$ cat config.mk
export PLATFORM = sky130hd
export DESIGN_NAME = pipe_hazard_ctrl
export DESIGN_NICKNAME = d
export VERILOG_FILES = /design/src/rtl/pipe_hazard_ctrl.sv
export SDC_FILE = /design/constraint.sdc
export NUM_CORES = 1
export LEC_CHECK = 0
export ABC_AREA = 1
export CORE_MARGIN = 5
export CORE_UTILIZATION = 42
export CTS_BUF_LIST = sky130_fd_sc_hd__clkbuf_2 sky130_fd_sc_hd__clkbuf_4 sky130_fd_sc_hd__clkbuf_8
export DETAILED_ROUTE_END_ITERATION = 6
export PLACE_DENSITY_LB_ADDON = 0.12
export SLEW_MARGIN = 5
export SYNTH_ARGS = -nofsm -noshare
export SYNTH_HDL_FRONTEND = slang
export SYNTH_SLANG_ARGS = --single-unit
$ cat constraint.sdc
create_clock -name clk_i -period 2.2 [get_ports clk_i]
set_input_delay 0.22 -clock clk_i [delete_from_list [all_inputs] [get_ports clk_i]]
set_output_delay 0.22 -clock clk_i [all_outputs]
set_load 0.1 [all_outputs]
$ cat src/rtl/pipe_hazard_ctrl.sv
// Pipeline hold/flush/redirect control for the 5-stage core.
// Sequences boot drain, resolves jumps, load-use and multi-cycle EX stalls.
module pipe_hazard_ctrl #(
    parameter int BOOT_CYCLES  = 4,
    parameter int BUSY_TIMEOUT = 64
) (
    input  logic        clk_i,
    input  logic        rst_ni,
    input  logic        reboot_i,
    input  logic        jump_flag_i,
    input  logic [31:0] jump_addr_i,
    input  logic        ex_busy_i,
    input  logic        ex_mem_rd_i,
    input  logic [4:0]  ex_rd_addr_i,
    input  logic        id_rs1_re_i,
    input  logic        id_rs2_re_i,
    input  logic [4:0]  id_rs1_addr_i,
    input  logic [4:0]  id_rs2_addr_i,
    output logic [2:0]  hold_flag_o,
    output logic        flush_if_o,
    output logic        flush_id_o,
    output logic        jump_flag_o,
    output logic [31:0] jump_addr_o,
    output logic        boot_done_o,
    output logic [31:0] stall_cnt_o,
    output logic        busy_err_o
);
    localparam int BW = $clog2(BOOT_CYCLES + 1);
    localparam int TW = $clog2(BUSY_TIMEOUT + 1);
    localparam logic [BW-1:0] BOOT_LOAD = BW'(BOOT_CYCLES - 1);
    localparam logic [TW-1:0] TIMEOUT   = TW'(BUSY_TIMEOUT);

    localparam logic [2:0] HOLD_NONE = 3'd0;
    localparam logic [2:0] HOLD_IF   = 3'd2;
    localparam logic [2:0] HOLD_ID   = 3'd3;

    typedef enum logic [1:0] {
        S_BOOT   = 2'd0,
        S_RUN    = 2'd1,
        S_EXWAIT = 2'd2
    } state_t;

    state_t state, state_nx;

    logic [BW-1:0] boot_cnt;
    logic [TW-1:0] timer, timer_nx;
    logic          pend;
    logic [31:0]   pend_addr;
    logic [31:0]   stall_cnt;
    logic          err;

    logic boot_like, active, load_use;
    logic hold_busy, fresh_jump, pend_go, lu_stall;

    assign load_use = ex_mem_rd_i && (ex_rd_addr_i != 5'd0) &&
                      ((id_rs1_re_i && (id_rs1_addr_i == ex_rd_addr_i)) ||
                       (id_rs2_re_i && (id_rs2_addr_i == ex_rd_addr_i)));

    assign boot_like  = reboot_i || (state == S_BOOT);
    assign active     = !boot_like;
    assign hold_busy  = active && ex_busy_i;
    assign fresh_jump = active && !ex_busy_i && jump_flag_i;
    assign pend_go    = active && (state == S_EXWAIT) && !ex_busy_i &&
                        !jump_flag_i && pend;
    assign lu_stall   = active && !ex_busy_i && !jump_flag_i &&
                        !pend_go && load_use;

    always_ff @(posedge clk_i or negedge rst_ni) begin
        if (!rst_ni) state <= S_BOOT;
        else         state <= state_nx;
    end

    always_comb begin
        state_nx = state;
        unique case (state)
            S_BOOT:   if (boot_cnt == '0) state_nx = S_RUN;
            S_RUN:    if (ex_busy_i) state_nx = S_EXWAIT;
            S_EXWAIT: if (!ex_busy_i) state_nx = S_RUN;
            default:  state_nx = S_BOOT;
        endcase
        if (reboot_i) state_nx = S_BOOT;
    end

    always_comb begin
        hold_flag_o = HOLD_NONE;
        flush_if_o  = 1'b0;
        flush_id_o  = 1'b0;
        jump_flag_o = 1'b0;
        jump_addr_o = 32'd0;
        unique case (1'b1)
            boot_like: begin
                hold_flag_o = HOLD_ID;
                flush_if_o  = 1'b1;
                flush_id_o  = 1'b1;
            end
            hold_busy: hold_flag_o = HOLD_ID;
            fresh_jump: begin
                jump_flag_o = 1'b1;
                jump_addr_o = jump_addr_i;
                flush_if_o  = 1'b1;
                flush_id_o  = 1'b1;
            end
            pend_go: begin
                jump_flag_o = 1'b1;
                jump_addr_o = pend_addr;
                flush_if_o  = 1'b1;
                flush_id_o  = 1'b1;
            end
            lu_stall: begin
                hold_flag_o = HOLD_IF;
                flush_id_o  = 1'b1;
            end
            default: ;
        endcase
    end

    // The first busy cycle (still in RUN) counts toward the timeout.
    always_comb begin
        timer_nx = '0;
        if (hold_busy) timer_nx = (timer == TIMEOUT) ? timer : timer + 1'b1;
    end

    always_ff @(posedge clk_i or negedge rst_ni) begin
        if (!rst_ni) begin
            boot_cnt  <= BOOT_LOAD;
            timer     <= '0;
            pend      <= 1'b0;
            pend_addr <= 32'd0;
            stall_cnt <= 32'd0;
            err       <= 1'b0;
        end else begin
            timer <= timer_nx;
            if (timer_nx == TIMEOUT) err <= 1'b1;
            if ((state != S_BOOT) && (hold_flag_o != HOLD_NONE))
                stall_cnt <= stall_cnt + 32'd1;
            if (reboot_i) begin
                boot_cnt  <= BOOT_LOAD;
                pend      <= 1'b0;
                pend_addr <= 32'd0;
            end else begin
                if ((state == S_BOOT) && (boot_cnt != '0))
                    boot_cnt <= boot_cnt - 1'b1;
                if (hold_busy && jump_flag_i) begin
                    pend      <= 1'b1;
                    pend_addr <= jump_addr_i;
                end else if ((state == S_EXWAIT) && !ex_busy_i) begin
                    pend      <= 1'b0;
                    pend_addr <= 32'd0;
                end
            end
        end
    end

    assign boot_done_o = (state == S_RUN) || (state == S_EXWAIT);
    assign stall_cnt_o = stall_cnt;
    assign busy_err_o  = err;
endmodule

==> impl_metrics.toml, run 1 <==
[clocking]
cts_tree = "built"
clk_latency_ns = 0.35
cts_max_path_buffers = 2
numCtsBuffers = 9
htree_levels = 3
numClockSinks = 78
cts_root_buf = "clkbuf_8"
clk_pin_slew_worst_paths_ns = 0.08

[place]
post-place-ws_ns = 0.133
place_inst = 937
dpl.hpwl_um = 10900
io_buffers = 125
gp_congestion = 0.914
placed_area_sq_mm = 0.00707

[synth]
synthDistinctLibCells = 28
synth_seq_cells = 78
avgSynthCellArea_sq_um = 7.15
yosysWarnings = 0
synthesis.nets = 736
synthesis.instances = 672
netlist_area_sq_mm = 0.00480
yosysSeqAreaShare = 0.407

[timing]
setup_viol = 32
period_share = 1.02
hold_viol_final = 0
rsz0062_at_grt = "true"
setup_tns_ns = -1.07
fmax_mhz = 445
slew_violations = 0
fin_skew_ns = 0.0106
period_needed_ns = 2.25
fin_ws_ns = -0.0490
whs_ns = 0.370

[setup_path]
path_class = "reg2out"
worstPathMaxFanout = 8
rrSetupSlack_ns = 0.25
required_ns = 1.98
crit_arrival_ns = 2.03
cp-end-kind = "output pin"
start_kind = "register"

[global_route]
grt_pass1_vias = 4764
grtUsageTotal = 0.218
antenna_found_initial = 0
grt_overflow_total = 0
grt_first_pass_wirelength_um = 23800
grt_max_degree = 36

[power]
peakVddDrop_v = 0.00117
p_leak_nw = 3.46
total_power_mw = 4.95
power.density_mw_per_mm2 = 662

[final_layout]
num-nets-final = 887
regArea_sq_mm = 0.00196
mostFrequentLayoutCells = "nand2_1, inv_1, dfrtp_1"
n_fill_cell = 948
drive_gt1_frac = 0.218
stdcell_area_sq_mm = 0.00747
fin_util = 0.660
antenna_cells = 0
final_cell_count_no_fill = 970
area_growth_pct = 55.6
final_common_cell = "nand2_1"
multi_input_area_sq_mm = 0.00278

[routing]
drc_errors = 0
dr.pass1.iters = 5
vias_per_cell = 5.06
drtIter0Drc = 275
antenna_left = 0
vias = 4911
routed_wirelength_um = 14400
wire_per_inst_um = 14.9

[status]
status = "finished, violations left"
violations = "setup timing"

[run]
cap_violations = 0

[floorplanning]
die_area_sq_mm = 0.0137
start_util = 0.424
rows = 39
core_area_sq_mm = 0.0113
die_w_um = 117
ioPinCount = 127
die_h_um = 117

[worst_hold_path]
hp-class = "in2async"
area by class of cell:
cell class | count | share of cell area
Multi-Input combinational cell | 458 | 0.371
Clock inverter | 3 | 0.00285
Tap cell | 143 | 0.0239
Inverter | 113 | 0.0578
Timing Repair Buffer | 163 | 0.262
Clock buffer | 12 | 0.0204
Sequential cell | 78 | 0.262
critical path: stages, from the launching register on:
cell     delay (ns)
dfrtp_1        0.36
inv_2          0.06
ha_4           0.16
nor2_4         0.17
nand2_8        0.07
buf_12         0.14
inv_8          0.05
nand2_8        0.09
buf_12         0.20
o22ai_4        0.17
buf_12         0.20
Yosys cell counts (all sizes together):
cell type	number	area, sq um
nand4	8	50.1
nand3b	11	82.6
inv	113	424
a21oi	5	25.0
xor2	14	123
nand3	52	260
conb	1	3.75
buf	20	150
dfrtp	76	1900
o21ai	4	20.0
dfstp	2	52.6
o21bai	1	7.51
nor3b	1	7.51
ha	9	113
nand2	211	812
o22ai	65	407
nor2	66	275
clkbuf	3	11.3
mux2i	1	10.0
nor3	4	25.0
xnor2	5	43.8
layer usage:
layer	share of wire	track usage
met1	0.43	0.288
met3	0.050	0.0406
met2	0.50	0.371
met5	0	0
met4	0.014	0.0566
final timing paths:
path                       cells past startpoint       start               to
setup / recovery                              10    state[0]  jump_addr_o[14]
hold / removal                                 2      rst_ni    pend_addr[29]
setup reg to reg                              14    state[0]  stall_cnt_o[15]
hold reg to reg                                1  busy_err_o       busy_err_o
max in group asynchronous                      3      rst_ni      boot_cnt[1]
min in group clk_i                             1  busy_err_o       busy_err_o
where the power goes:
group | internal [mW] | total (mW) | leakage [nW] | switching [mW]
registers | 1.56 | 1.64 | 1.07 | 0.0859
logic | 0.779 | 2.32 | 2.30 | 1.54
clock network | 0.461 | 0.986 | 0.0893 | 0.525
total | 2.80 | 4.95 | 3.46 | 2.15
kinds of logic (layout without fill, tap and decap cells):
| group | Yosys count | in the layout | share of synthesized area |
|---|---|---|---|
| flip-flops | 78 | 78 | 0.407 |
| XOR/XNOR | 19 | 19 | 0.0346 |
| AND/OR/NAND/NOR | 353 | 353 | 0.315 |
| multiplexers | 1 | 1 | 0.00208 |
| buffers and inverters | 136 | 291 | 0.122 |
| adder cells (fa/ha/maj) | 9 | 9 | 0.0234 |
| other | 1 | 1 | 0.000781 |
| AO/OA/AOI/OAI | 75 | 75 | 0.0956 |
repair_timing:
item,CTS,global route
endpoints found under the setup margin,36,36
pin swaps,3,8
resized for setup,4,5
gates cloned,2,1
endpoints found under the hold margin,33,0
setup buffers,12,4
hold buffers,1,0
flip-flops by register name, summed over array words and instances, names as in the netlist:
signal / count
boot_cnt: 3
busy_err_o: 1
pend: 1
pend_addr: 32
stall_cnt_o: 32
state: 2
timer: 7
Power figures use the tool's default switching activity.
==> inputs of run 2 (changes only) <==
--- a/config.mk
+++ b/config.mk
@@ -7,8 +7,10 @@
 export LEC_CHECK = 0
 export ABC_AREA = 1
 export CORE_MARGIN = 5
-export CORE_UTILIZATION = 42
+export CORE_UTILIZATION = 51
 export CTS_BUF_LIST = sky130_fd_sc_hd__clkbuf_2 sky130_fd_sc_hd__clkbuf_4 sky130_fd_sc_hd__clkbuf_8
+export CTS_CLUSTER_DIAMETER = 30
+export CTS_CLUSTER_SIZE = 30
 export DETAILED_ROUTE_END_ITERATION = 6
 export PLACE_DENSITY_LB_ADDON = 0.12
 export SLEW_MARGIN = 5
==> run 2 against run 1 <==
Against the previous run:
- the run still ends with setup timing left
- critical path depth did not move
- sequential power about the same
- first-iteration DRC count grew 33%
- register-to-register slack got worse by 0.14 ns
- fmax shrank 4.6%
- routed wire length up 20%
- non-clock buffer count grew 10
- combinational power increased by 5%
- cell area grew 2.8%
- count of clock-buffer cells in the layout shrank 2
- critical path type unchanged
- critical endpoint is now jump_addr_o[29]
==> impl_metrics.toml, run 2 (synthesized netlist as in run 1, its figures left out) <==
[status]
status = "finished, violations left"
violations = "setup timing"

[place]
gp_congestion = 0.923
io_buffers = 125
dpl.hpwl_um = 11000
placed_area_sq_mm = 0.00701
post-place-ws_ns = 0.0679
place_inst = 900

[final_layout]
mostFrequentLayoutCells = "nand2_1, inv_1, dfrtp_1"
num-nets-final = 898
area_growth_pct = 59.9
n_fill_cell = 527
stdcell_area_sq_mm = 0.00768
final_cell_count_no_fill = 949
final_common_cell = "nand2_1"
drive_gt1_frac = 0.229

[power]
combPwrFrac = 0.472
peakVddDrop_v = 0.00133
swShare = 0.440
clockPowerShare = 0.208
internal_power_mw = 2.89
power.density_mw_per_mm2 = 672
p_leak_nw = 3.58
pwr-share-seq = 0.321
switchingPower_mw = 2.27

[setup_path]
crit_arrival_ns = 2.14
required_ns = 1.98
worstPathMaxFanout = 5
start_kind = "register"
path_class = "reg2out"
cp-end-kind = "output pin"

[clocking]
clk_pin_slew_worst_paths_ns = 0.08
clk_latency_ns = 0.36
cts_root_buf = "clkbuf_8"
cts_max_path_buffers = 2
cts_tree = "built"
numClockSinks = 78
htree_levels = 3
numCtsBuffers = 9

[global_route]
grt_max_degree = 41
grt_pass1_vias = 5113
antenna_found_initial = 1
grt_overflow_total = 0
grt_first_pass_wirelength_um = 27000
grtUsageTotal = 0.297

[floorplanning]
die_area_sq_mm = 0.0115
rows = 35
core_area_sq_mm = 0.00920
die_h_um = 107
start_util = 0.522
die_w_um = 107
ioPinCount = 127

[timing]
period_needed_ns = 2.36
fin_ws_ns = -0.156
setup_viol = 34
fin_skew_ns = 0.0130
slew_violations = 0
hold_viol_final = 0
slew_headroom = 0.630
max_slew.worst_pin.slew_ns = 0.555
rsz0062_at_grt = "true"
period_share = 1.07
fmax_mhz = 424

[routing]
drtIter0Drc = 366
antenna_left = 0
dr.pass1.iters = 7
routed_wirelength_um = 17300
vias_per_cell = 5.58
wire_per_inst_um = 18.2
vias = 5293
drc_errors = 0

[run]
cap_violations = 0

[worst_hold_path]
hp-class = "in2async"
-- run 2: layout make-up --
cell class / instances / area [sq um] / share of cell area
multi-input cells: 459 / 2820 / 0.367
diodes: 1 / 2.50 / 0.000326
clock inverters: 4 / 50.0 / 0.00652
inverters: 113 / 432 / 0.0562
flip-flops and latches: 78 / 1960 / 0.255
clock buffers: 10 / 131 / 0.0171
well taps: 111 / 139 / 0.0181
repair buffers: 173 / 2150 / 0.280
-- run 2: timing repair --
item,CTS,global route
pin swaps,8,12
buffers inserted,12,15
cloned,6,1
hold buffers,1,0
endpoints found under the setup margin,35,36
hold endpoints to repair,37,0
gates resized for setup,16,10
-- run 2: power groups by stage --
stage / registers [mW] / logic, mW / clock network (mW)
2_1_floorplan: 1.90 / 1.36 / 0
3_3_place_gp: 1.67 / 2.15 / 0
3_5_place_dp: 1.68 / 2.21 / 0
4_1_cts: 1.65 / 2.31 / 1.07
5_1_grt: 1.67 / 2.55 / 1.14
6_report: 1.66 / 2.44 / 1.07
-- run 2: layer usage --
layer	GRT usage	up-vias	wire length, um
met4	0.136	0	695
met5	0	-	0
met3	0.0301	54	939
met1	0.372	2523	6650
met2	0.516	246	9000
li1	-	2470	-
-- run 2: critical path, cell delays in order, from the launching register on --
cell and delay [ns]:
dfrtp_1 0.39, inv_2 0.07, ha_4 0.17, nor2_4 0.14, nand2_8 0.07, nor2_4 0.12, nand3_4 0.14, buf_12 0.18
buf_16 0.15, o22ai_4 0.14, buf_12 0.20
-- run 2: path summary, 6_finish.rpt --
check | from | end | slack [ns] | depth (start not counted)
max in group asynchronous | rst_ni | pend_addr[11] | 1.15 | 3
worst min register to register | stall_cnt_o[31] | stall_cnt_o[31] | 0.56 | 2
worst max register to register | state[1] | stall_cnt_o[21] | 0.11 | 15
worst min-delay path | rst_ni | pend_addr[15] | 0.43 | 2
min in group clk_i | jump_addr_i[30] | pend_addr[30] | 0.52 | 3
worst max-delay path | state[1] | jump_addr_o[29] | -0.16 | 10
-- run 2: per-stage QoR --
step / hold WS, ns / power (mW) / util / setup TNS, ns
after floorplan: -0.0756 / 3.27 / - / -2.90
after global placement: 0.240 / 3.82 / 0.762 / 0
after detailed placement: 0.240 / 3.89 / 0.762 / 0
after CTS: 0.395 / 5.03 / 0.819 / -3.68
after global routing: 0.466 / 5.37 / 0.835 / -6.77
final: 0.426 / 5.16 / 0.835 / -4.32
==> inputs of run 3 (changes only) <==
--- a/config.mk
+++ b/config.mk
@@ -13,7 +13,9 @@
 export CTS_CLUSTER_SIZE = 30
 export DETAILED_ROUTE_END_ITERATION = 6
 export PLACE_DENSITY_LB_ADDON = 0.12
+export SETUP_SLACK_MARGIN = 0.5
 export SLEW_MARGIN = 5
 export SYNTH_ARGS = -nofsm -noshare
 export SYNTH_HDL_FRONTEND = slang
 export SYNTH_SLANG_ARGS = --single-unit
+export TNS_END_PERCENT = 100
==> run 3 against run 2 <==
Against the previous run:
- non-clock buffer count rose by 8
- die area did not move
- largest power group unchanged
- the run still ends with setup timing left
- sequential power barely moved
- cell area rose by 4.4%
- critical path depth did not move
==> impl_metrics.toml, run 3 (synthesized netlist as in run 1, its figures left out) <==
[timing]
period_share = 1.10
fmax_mhz = 413
rsz0062_at_grt = "true"
fin_skew_ns = 0.0124
slew_violations = 0
period_needed_ns = 2.42
setup_viol = 39
slew_headroom = 0.499
whs_ns = 0.450
max_slew.worst_pin.slew_ns = 0.751
hold_viol_final = 0
fin_ws_ns = -0.220

[place]
placed_area_sq_mm = 0.00707
post-place-ws_ns = 0.0831
gp_congestion = 0.918
dpl.hpwl_um = 11100
place_inst = 905
io_buffers = 125

[status]
status = "finished, violations left"
violations = "setup timing"

[final_layout]
stdcell_area_sq_mm = 0.00802
final_common_cell = "nand2_1"
num-nets-final = 908
final_cell_count_no_fill = 961
mostFrequentLayoutCells = "nand2_1, inv_1, nor2_1"
drive_gt1_frac = 0.304
area_growth_pct = 66.9

[routing]
wl_met1_um = 6600
drc_errors = 0
wire_per_inst_um = 19.0
routed-wl-met3_um = 1510
vias = 5529
topRoutingLayerUsed = "met4"
routed_wirelength_um = 18200
vias_per_cell = 5.75
route.met2.wl_um = 9100
antenna_left = 0
dr.pass1.iters = 6
drtIter0Drc = 479

[floorplanning]
ioPinCount = 127
die_w_um = 107
die_area_sq_mm = 0.0115
rows = 35
start_util = 0.522
core_area_sq_mm = 0.00920
die_h_um = 107

[power]
combPwrFrac = 0.505
peakVddDrop_v = 0.00105
swShare = 0.455
clockPowerShare = 0.205
pwr-share-seq = 0.290
power.density_mw_per_mm2 = 718
p_leak_nw = 3.66
switchingPower_mw = 2.62
internal_power_mw = 3.14

[global_route]
grt_pass1_vias = 5267
antenna_found_initial = 1
grt_max_degree = 57
grt_first_pass_wirelength_um = 26300
grt_overflow_total = 0
grtUsageTotal = 0.289

[setup_path]
worstPathMaxFanout = 7
path_class = "reg2out"
required_ns = 1.98
crit_arrival_ns = 2.20
cp-end-kind = "output pin"
start_kind = "register"
rrSetupSlack_ns = -0.08

[run]
cap_violations = 0

[clocking]
clk_latency_ns = 0.38
numClockSinks = 78
numCtsBuffers = 9
cts_max_path_buffers = 2
htree_levels = 3
clk_pin_slew_worst_paths_ns = 0.09
cts_tree = "built"
cts_root_buf = "clkbuf_8"

[worst_hold_path]
hp-class = "in2async"
## run 3: metal layers
| metal | vias up | global-route usage |
|---|---|---|
| met5 | - | 0 |
| met2 | 327 | 0.504 |
| met4 | 0 | 0.115 |
| met1 | 2606 | 0.356 |
| li1 | 2490 | - |
| met3 | 106 | 0.0500 |
## run 3: critical path, stage by stage (launching register included)
cell     delay (ns)
dfrtp_1        0.38
inv_2          0.07
ha_4           0.17
nor2_4         0.14
nand2_8        0.08
nor2_4         0.14
nand3_4        0.18
buf_6          0.18
buf_12         0.14
o22ai_4        0.13
buf_12         0.20
## run 3: what timing repair did
item                                   in CTS  in global routing
endpoints found under the hold margin      52                  0
gates resized for setup                    24                 51
setup endpoints to repair                  70                106
hold buffers                                1                  0
pin swaps                                   9                 13
buffers inserted                           15                 15
cloned                                      6                  2
## run 3: per-stage QoR
| stage | utilization | setup TNS, ns | power [mW] |
|---|---|---|---|
| floorplan | - | -3.60 | 3.30 |
| global placement | 0.768 | 0 | 3.81 |
| detailed placement | 0.768 | 0 | 3.87 |
| CTS | 0.835 | -4.24 | 5.28 |
| global route | 0.872 | -12.31 | 5.94 |
| finish | 0.872 | -5.67 | 5.76 |
## run 3: final cells by class
| class | count | area, sq um |
|---|---|---|
| antenna | 1 | 2.50 |
| clock buffer | 9 | 124 |
| clock inverter | 7 | 80.1 |
| fill | 436 | 1180 |
| inverter | 113 | 440 |
| multi-input combinational | 461 | 2980 |
| sequential | 78 | 1980 |
| tap | 111 | 139 |
| timing repair buffer | 181 | 2270 |
## run 3: power groups by stage
stage               registers [mW]  clock network, mW  logic (mW)
floorplan                     1.92                  0        1.38
detailed placement            1.69                  0        2.18
CTS                           1.66               1.15        2.47
finish                        1.67               1.18        2.91
global route                  1.69               1.23        3.02
global placement              1.68                  0        2.13
## run 3: worst paths after layout
| check | cells after the start | start | to |
|---|---|---|---|
| setup / recovery | 10 | state[0] | jump_addr_o[20] |
| hold / removal | 2 | rst_ni | pend_addr[22] |
| setup reg to reg | 10 | stall_cnt_o[0] | stall_cnt_o[28] |
| hold reg to reg | 1 | busy_err_o | busy_err_o |
| max in group asynchronous | 3 | rst_ni | pend_addr[12] |
| min in group clk_i | 3 | jump_addr_i[5] | pend_addr[5] |
